--- config.mk ---
export PLATFORM = sky130hd
export DESIGN_NAME = sm_1153_adc_arbiter
export DESIGN_NICKNAME = d
export VERILOG_FILES = /design/src/rtl/sm_1153_adc_arbiter.sv
export SDC_FILE = /design/constraint.sdc
export NUM_CORES = 1
export LEC_CHECK = 0
export ABC_CLOCK_PERIOD_IN_PS = 2100
export CAP_MARGIN = 20
export CORE_ASPECT_RATIO = 1.2
export CORE_MARGIN = 3
export CORE_UTILIZATION = 40
export CTS_BUF_LIST = sky130_fd_sc_hd__clkbuf_16
export DETAILED_ROUTE_END_ITERATION = 7
export PLACE_DENSITY = 0.7
export SLEW_MARGIN = 20
export SYNTH_ARGS = -nofsm -noshare
export SYNTH_HDL_FRONTEND = slang
export SYNTH_SLANG_ARGS = --single-unit
--- constraint.sdc ---
create_clock -name clk_50 -period 2.1 [get_ports clk_50]
set_input_delay 0.42 -clock clk_50 [delete_from_list [all_inputs] [get_ports clk_50]]
set_output_delay 0.42 -clock clk_50 [all_outputs]
set_load 0.02 [all_outputs]
--- src/rtl/sm_1153_adc_arbiter.sv ---
// sm_1153_adc_arbiter: shares one ADC conversion engine between a periodic
// line-sensor scan (channels 5/6/7) and two requesters. Grants rotate
// round-robin in the order scan -> req0 -> req1. The requester granted last
// has the lowest priority next time.
//
// Ports:
//   clk_50, rst_n           clock, asynchronous active-low reset
//   req0/req1, ch0/ch1      conversion requests and their ADC channels
//   ack0/ack1, rdata, rerr  one-cycle result strobe, data and timeout flag
//   scan_en                 enables the periodic scan timer
//   conv_start, conv_ch     start pulse and channel to the ADC engine
//   conv_done, conv_data    completion strobe and result from the engine
//   line_ch5/6/7, line_bits latest scan values and their dark/bright bits
//   scan_valid, scan_err    scan-complete strobe and any-timeout flag
//   busy                    high whenever the FSM is not idle
module sm_1153_adc_arbiter #(
  parameter int unsigned SCAN_PERIOD = 50000,
  parameter int unsigned TIMEOUT     = 400,
  parameter logic [11:0] THRESH      = 12'd1500
) (
  input  logic        clk_50,
  input  logic        rst_n,
  input  logic        req0,
  input  logic        req1,
  input  logic [2:0]  ch0,
  input  logic [2:0]  ch1,
  output logic        ack0,
  output logic        ack1,
  output logic [11:0] rdata,
  output logic        rerr,
  input  logic        scan_en,
  output logic        conv_start,
  output logic [2:0]  conv_ch,
  input  logic        conv_done,
  input  logic [11:0] conv_data,
  output logic [11:0] line_ch5,
  output logic [11:0] line_ch6,
  output logic [11:0] line_ch7,
  output logic [2:0]  line_bits,
  output logic        scan_valid,
  output logic        scan_err,
  output logic        busy
);

  localparam int unsigned TW = (SCAN_PERIOD > 1) ? $clog2(SCAN_PERIOD) : 1;
  localparam int unsigned WW = (TIMEOUT > 1) ? $clog2(TIMEOUT) : 1;

  typedef enum logic [1:0] {IDLE, ISSUE, WAIT, DELIVER} state_t;
  typedef enum logic [1:0] {G_SCAN, G_REQ0, G_REQ1} grant_t;

  state_t          state;
  grant_t          grant;
  grant_t          last_g;
  grant_t          pick_c;
  logic            pick_vld_c;
  logic [TW-1:0]   timer;
  logic            scan_tick_c;
  logic            scan_pending;
  logic [WW-1:0]   wait_cnt;
  logic            wait_to_c;
  logic [1:0]      scan_idx;
  logic            scan_err_acc;
  logic            res_err_c;
  logic [11:0]     res_data_c;

  // Scan period timer; scan_en low holds it at zero.
  always_ff @(posedge clk_50 or negedge rst_n) begin
    if (!rst_n) begin
      timer <= '0;
    end else if (!scan_en || timer == TW'(SCAN_PERIOD - 1)) begin
      timer <= '0;
    end else begin
      timer <= TW'(timer + TW'(1));
    end
  end

  assign scan_tick_c = scan_en && (timer == TW'(SCAN_PERIOD - 1));

  // Round-robin pick: search starts just after the last granted requester.
  always_comb begin
    pick_c     = G_SCAN;
    pick_vld_c = 1'b1;
    case (last_g)
      G_SCAN: begin
        if (req0)              pick_c = G_REQ0;
        else if (req1)         pick_c = G_REQ1;
        else if (scan_pending) pick_c = G_SCAN;
        else                   pick_vld_c = 1'b0;
      end
      G_REQ0: begin
        if (req1)              pick_c = G_REQ1;
        else if (scan_pending) pick_c = G_SCAN;
        else if (req0)         pick_c = G_REQ0;
        else                   pick_vld_c = 1'b0;
      end
      default: begin
        if (scan_pending)      pick_c = G_SCAN;
        else if (req0)         pick_c = G_REQ0;
        else if (req1)         pick_c = G_REQ1;
        else                   pick_vld_c = 1'b0;
      end
    endcase
  end

  // Completion on the final timeout cycle still counts as success.
  assign wait_to_c  = (wait_cnt == WW'(TIMEOUT - 1));
  assign res_err_c  = ~conv_done;
  assign res_data_c = conv_done ? conv_data : 12'd0;

  // Main FSM with registered strobes and result outputs.
  always_ff @(posedge clk_50 or negedge rst_n) begin
    if (!rst_n) begin
      state        <= IDLE;
      grant        <= G_SCAN;
      last_g       <= G_REQ1;
      scan_pending <= 1'b0;
      wait_cnt     <= '0;
      scan_idx     <= 2'd0;
      scan_err_acc <= 1'b0;
      ack0         <= 1'b0;
      ack1         <= 1'b0;
      rdata        <= 12'd0;
      rerr         <= 1'b0;
      conv_start   <= 1'b0;
      conv_ch      <= 3'd0;
      line_ch5     <= 12'd0;
      line_ch6     <= 12'd0;
      line_ch7     <= 12'd0;
      line_bits    <= 3'd0;
      scan_valid   <= 1'b0;
      scan_err     <= 1'b0;
      busy         <= 1'b0;
    end else begin
      conv_start <= 1'b0;
      ack0       <= 1'b0;
      ack1       <= 1'b0;
      rdata      <= 12'd0;
      rerr       <= 1'b0;
      scan_valid <= 1'b0;
      scan_err   <= 1'b0;
      case (state)
        IDLE: begin
          if (pick_vld_c) begin
            grant        <= pick_c;
            last_g       <= pick_c;
            scan_idx     <= 2'd0;
            scan_err_acc <= 1'b0;
            case (pick_c)
              G_REQ0:  conv_ch <= ch0;
              G_REQ1:  conv_ch <= ch1;
              default: conv_ch <= 3'd5;
            endcase
            conv_start <= 1'b1;
            busy       <= 1'b1;
            state      <= ISSUE;
          end
        end
        ISSUE: begin
          wait_cnt <= '0;
          state    <= WAIT;
        end
        WAIT: begin
          if (conv_done || wait_to_c) begin
            state <= DELIVER;
            case (grant)
              G_REQ0: begin
                ack0  <= 1'b1;
                rdata <= res_data_c;
                rerr  <= res_err_c;
              end
              G_REQ1: begin
                ack1  <= 1'b1;
                rdata <= res_data_c;
                rerr  <= res_err_c;
              end
              default: begin
                if (conv_done) begin
                  case (scan_idx)
                    2'd0:    begin line_ch5 <= conv_data; line_bits[0] <= conv_data > THRESH; end
                    2'd1:    begin line_ch6 <= conv_data; line_bits[1] <= conv_data > THRESH; end
                    default: begin line_ch7 <= conv_data; line_bits[2] <= conv_data > THRESH; end
                  endcase
                end
                scan_err_acc <= scan_err_acc | res_err_c;
                if (scan_idx == 2'd2) begin
                  scan_valid   <= 1'b1;
                  scan_err     <= scan_err_acc | res_err_c;
                  scan_pending <= 1'b0;
                end
              end
            endcase
          end else begin
            wait_cnt <= WW'(wait_cnt + WW'(1));
          end
        end
        default: begin
          // Scan continues straight to the next channel without re-arbitrating.
          if (grant == G_SCAN && scan_idx != 2'd2) begin
            scan_idx   <= 2'(scan_idx + 2'd1);
            conv_ch    <= 3'(conv_ch + 3'd1);
            conv_start <= 1'b1;
            state      <= ISSUE;
          end else begin
            busy  <= 1'b0;
            state <= IDLE;
          end
        end
      endcase
      // A new period expiring wins over the end-of-scan clear.
      if (scan_tick_c) scan_pending <= 1'b1;
    end
  end

endmodule

==> summary by stage <==
Routing
Wires add up to 9460 um. After detailed routing, the average wire length per cell comes to 15.5 um. In this run the remaining antenna-violating nets after routing total 0.

The iteration count of the initial detailed-routing pass is 4. The starting DRC count in detailed routing is 151. The number of design rule violations left after detail routing is 0. The via count is 3,208. Dividing the detail-routed via count by the number of cells gives 5.25.

Setup path
The largest single stage delay on the critical path is 600 ps. The worst setup path is captured at a flip-flop. The launching element type of the critical path is a flip-flop. The library cell contributing the largest single delay on the critical path is or4b_4.

The data arrival time at the worst-slack endpoint is 2160 ps. The kind of cell adding the most delay to the critical path is simple AND/OR/NAND/NOR gates. The signal on the critical path passes through or4b_4, o21bai_4, buf_4, nand2_1, o41ai_1. The number of buffers and inverters on the critical path is 1. STA puts the critical path data required time at 2330 ps. Along the worst path, the maximum fanout reaches 6. The critical path start-end classification is flip-flop to flip-flop.

Synthesis
The number of distinct library cell variants in the gate-level netlist after synthesis is 51. By area the synthesized netlist is led by dfrtp_1 (55%), mux2_2 (9.8%), ha_1 (4.1%). Ranked by instance count, the synthesized netlist is headed by dfrtp_1 (94), mux2_2 (37), nor2_1 (26).

The count of warnings emitted by yosys is 0. The synthesized flop and latch total is 95. The dominant register cell in the synthesized netlist is dfrtp_1. The area of the mapped netlist is 0.00426 mm2. A synthesized cell averages 11.5 um2.

In this run, synthesis inferred 0 flip-flops with an integrated enable. The top cell type by area accounts for 55.2% of the synthesized area. The share of synthesized flip-flops with an asynchronous set or reset is 100%. Summed over all instances, the cell type with the most area after synthesis is dfrtp_1.

The cell count after synthesis is 370. When the netlist entered floorplanning its net count stood at 408. The most frequently used cell type in the post-synthesis netlist is dfrtp_1. Summing the sequential cell areas from Yosys gives 55.9% of the chip area.

Place
In this run the tool buffered the top-level ports with 84 buffer cells. The placed wire-length estimate is 7000 um. The placer's final routability congestion estimate is 0.782.

The area of placed instances is 0.00546 mm2. Timing analysis after detailed placement gives a worst setup slack of -276 ps.

Clock network
The CTS sink count is 95. The deepest clock path buffer count is 2. Clock tree synthesis inserted a total of 9 buffers. After clock tree synthesis, the clock-pin slew on the worst setup and hold paths is 70 ps. At the later pin of the worst-skew pair, clock insertion delay measures 330 ps. The TritonCTS clock tree is built. The root cell of the clock tree is clkbuf_16. In this run the number of H-tree levels came out at 3.

Final layout
The filler cell count in the final layout is 869. The area added between synthesis and finish is 36.5%. The final design area excluding fillers is 0.00581 mm2. The fraction of layout instances using a drive strength above 1 is 18.8%. The antenna diode instance count is 0. The number of nets in the finished design is 519.

GRT
Global routing consumed, over all layers together, 16.6% of the routing resources. Entering global routing, the biggest net connects 41 pins. The first global-routing pass estimated 15,900 um of wire. The via count of the first global-routing pass is 3,136. The number of antenna violations at the first check in global routing is 0. Global routing finished with a remaining overflow of 0.

Timing
Setup repair after global routing left no endpoint under its margin. Counting I/O delays and the setup requirement, the final critical path takes 1930 ps. In this run the tightest slew margin relative to its limit is 65.9%. After routing, the total negative slack on setup checks comes to 0 ps. Once routing completed, OpenROAD measured the worst setup slack at 167 ps. The transition time of the tightest slew-check pin is 512 ps. The final hold violation count is 0. On the final layout, the worst hold slack is 52.7 ps. The total of endpoints with negative setup slack in the final report is 0. Dividing the final minimum period by the clock period gives 92.0%.

The final max-slew violation count is 0. Derived from the worst setup path, the maximum achievable clock frequency is 517 MHz. Clock skew on the completed layout was measured at 7.89 ps.

Floorplanning
Pin placement for this block handled 85 I/O pins. The floorplan has 40 rows. The standard cell core area is 0.0102 mm2. The die span in y is 119 um. The starting density of the core is 41.7%.

The floorplan die area is 0.0119 mm2. The die is 100 um wide.

Power
The clock power share is 23.0%. The register share of total power is 34.4%. The leakage power summed over all cells is 2.59 nW. Net switching is 33.5% of the power.

The cell-internal power is 0.00523 W. The worst voltage drop across the vdd grid is 0.630 mV. The reported net switching power is 0.00264 W. The share of total power dissipated in combinational logic is 42.7%.

Dividing total power by cell area gives a power density of 1360 mW/mm2.

Flow run
Across the run, the number of max-cap violations was 0.

Min path
The worst hold-check path type is primary input to asynchronous set/reset pin.

Run status
The run finished with clean final reports.
[path summary, 6_finish.rpt]
check	slack [ps]	end	startpoint	cells past startpoint
min in group clk_50	490	timer[0]	timer[0]	1
max in group asynchronous	1410	last_g[1]	rst_n	2
setup reg to reg	170	scan_err_acc	wait_cnt[5]	5
setup / recovery	170	scan_err_acc	wait_cnt[5]	5
hold reg to reg	490	timer[0]	timer[0]	1
hold / removal	50	line_ch7[4]	rst_n	1
[layout by cell type, fill, tap and decap left out, types with 3 or more instances in the layout]
master / Yosys / final
nand2_1: 24 / 24
nor2_1: 26 / 26
buf_4: 0 / 23
xor2_1: 3 / 3
a21o_1: 3 / 3
mux2_2: 37 / 37
clkdlybuf4s50_1: 0 / 82
and3_1: 5 / 5
nor2b_1: 7 / 7
o21ai_0: 17 / 16
nand2b_1: 3 / 3
inv_1: 16 / 16
and2_1: 14 / 14
dfrtp_1: 94 / 94
bufinv_16: 0 / 3
nor4_1: 5 / 5
o31ai_1: 3 / 3
buf_12: 0 / 4
nor3_1: 9 / 9
a21oi_1: 15 / 14
clkbuf_16: 0 / 9
ha_1: 14 / 13
nand4_1: 5 / 5
nand3_1: 13 / 13
xnor2_1: 10 / 10
[cell families (layout without fill, tap and decap cells)]
family,count (synthesis),count (layout),share of synthesized area (%)
compound gates,58,58,9.14
mux,39,39,10.5
simple gates,125,125,15.4
flops,95,95,55.9
buf+inv,26,141,2.35
fa+ha+maj,14,14,4.11
xor+xnor,13,13,2.67
[flip-flops by register name (all words and copies together), names as in the netlist, 3 cells and up]
| signal | flops |
|---|---|
| rdata | 12 |
| conv_ch | 3 |
| line_ch7 | 12 |
| line_ch6 | 12 |
| line_ch5 | 12 |
| wait_cnt | 9 |
| timer | 16 |
| line_bits | 3 |
[timing repair]
action / CTS / global route
setup buffers: 0 / 0
hold endpoints to repair: 0 / 0
gates resized for setup: 1 / 5
hold buffers: 0 / 0
pin swaps: 0 / 1
endpoints found under the setup margin: 2 / 5
[power groups by stage]
| stage | Clock (W) | Combinational (W) | Sequential [W] |
|---|---|---|---|
| floorplan | 0 | 0.00130 | 0.00324 |
| global placement | 0 | 0.00325 | 0.00272 |
| CTS | 0.00186 | 0.00335 | 0.00271 |
| finish | 0.00181 | 0.00336 | 0.00271 |
| global route | 0.00192 | 0.00364 | 0.00279 |
| detailed placement | 0 | 0.00332 | 0.00274 |
[routing by layer]
layer	share of wire (%)	track usage, %	up-vias
li1	-	-	1538
met1	45	22.3	1562
met2	48	26.9	97
met3	5.5	3.10	11
met4	1.3	5.39	0
met5	0	0	-
[through the flow]
stage	utilization, %	total power [W]	std cells
floorplan	-	0.00453	370
global placement	53.5	0.00596	596
detailed placement	53.5	0.00607	596
CTS	56.8	0.00792	611
global route	56.9	0.00835	611
finish	56.9	0.00788	611
[layout make-up]
cell class,count,area (um2),area share [%]
sequential,95,2380,40.9
multi-input combinational,249,1800,30.9
timing repair buffer,110,1090,18.7
clock buffer,9,225,3.88
tap,126,158,2.71
clock inverter,6,108,1.85
inverter,16,60.1,1.03
(Power assumes the default switching activity.)
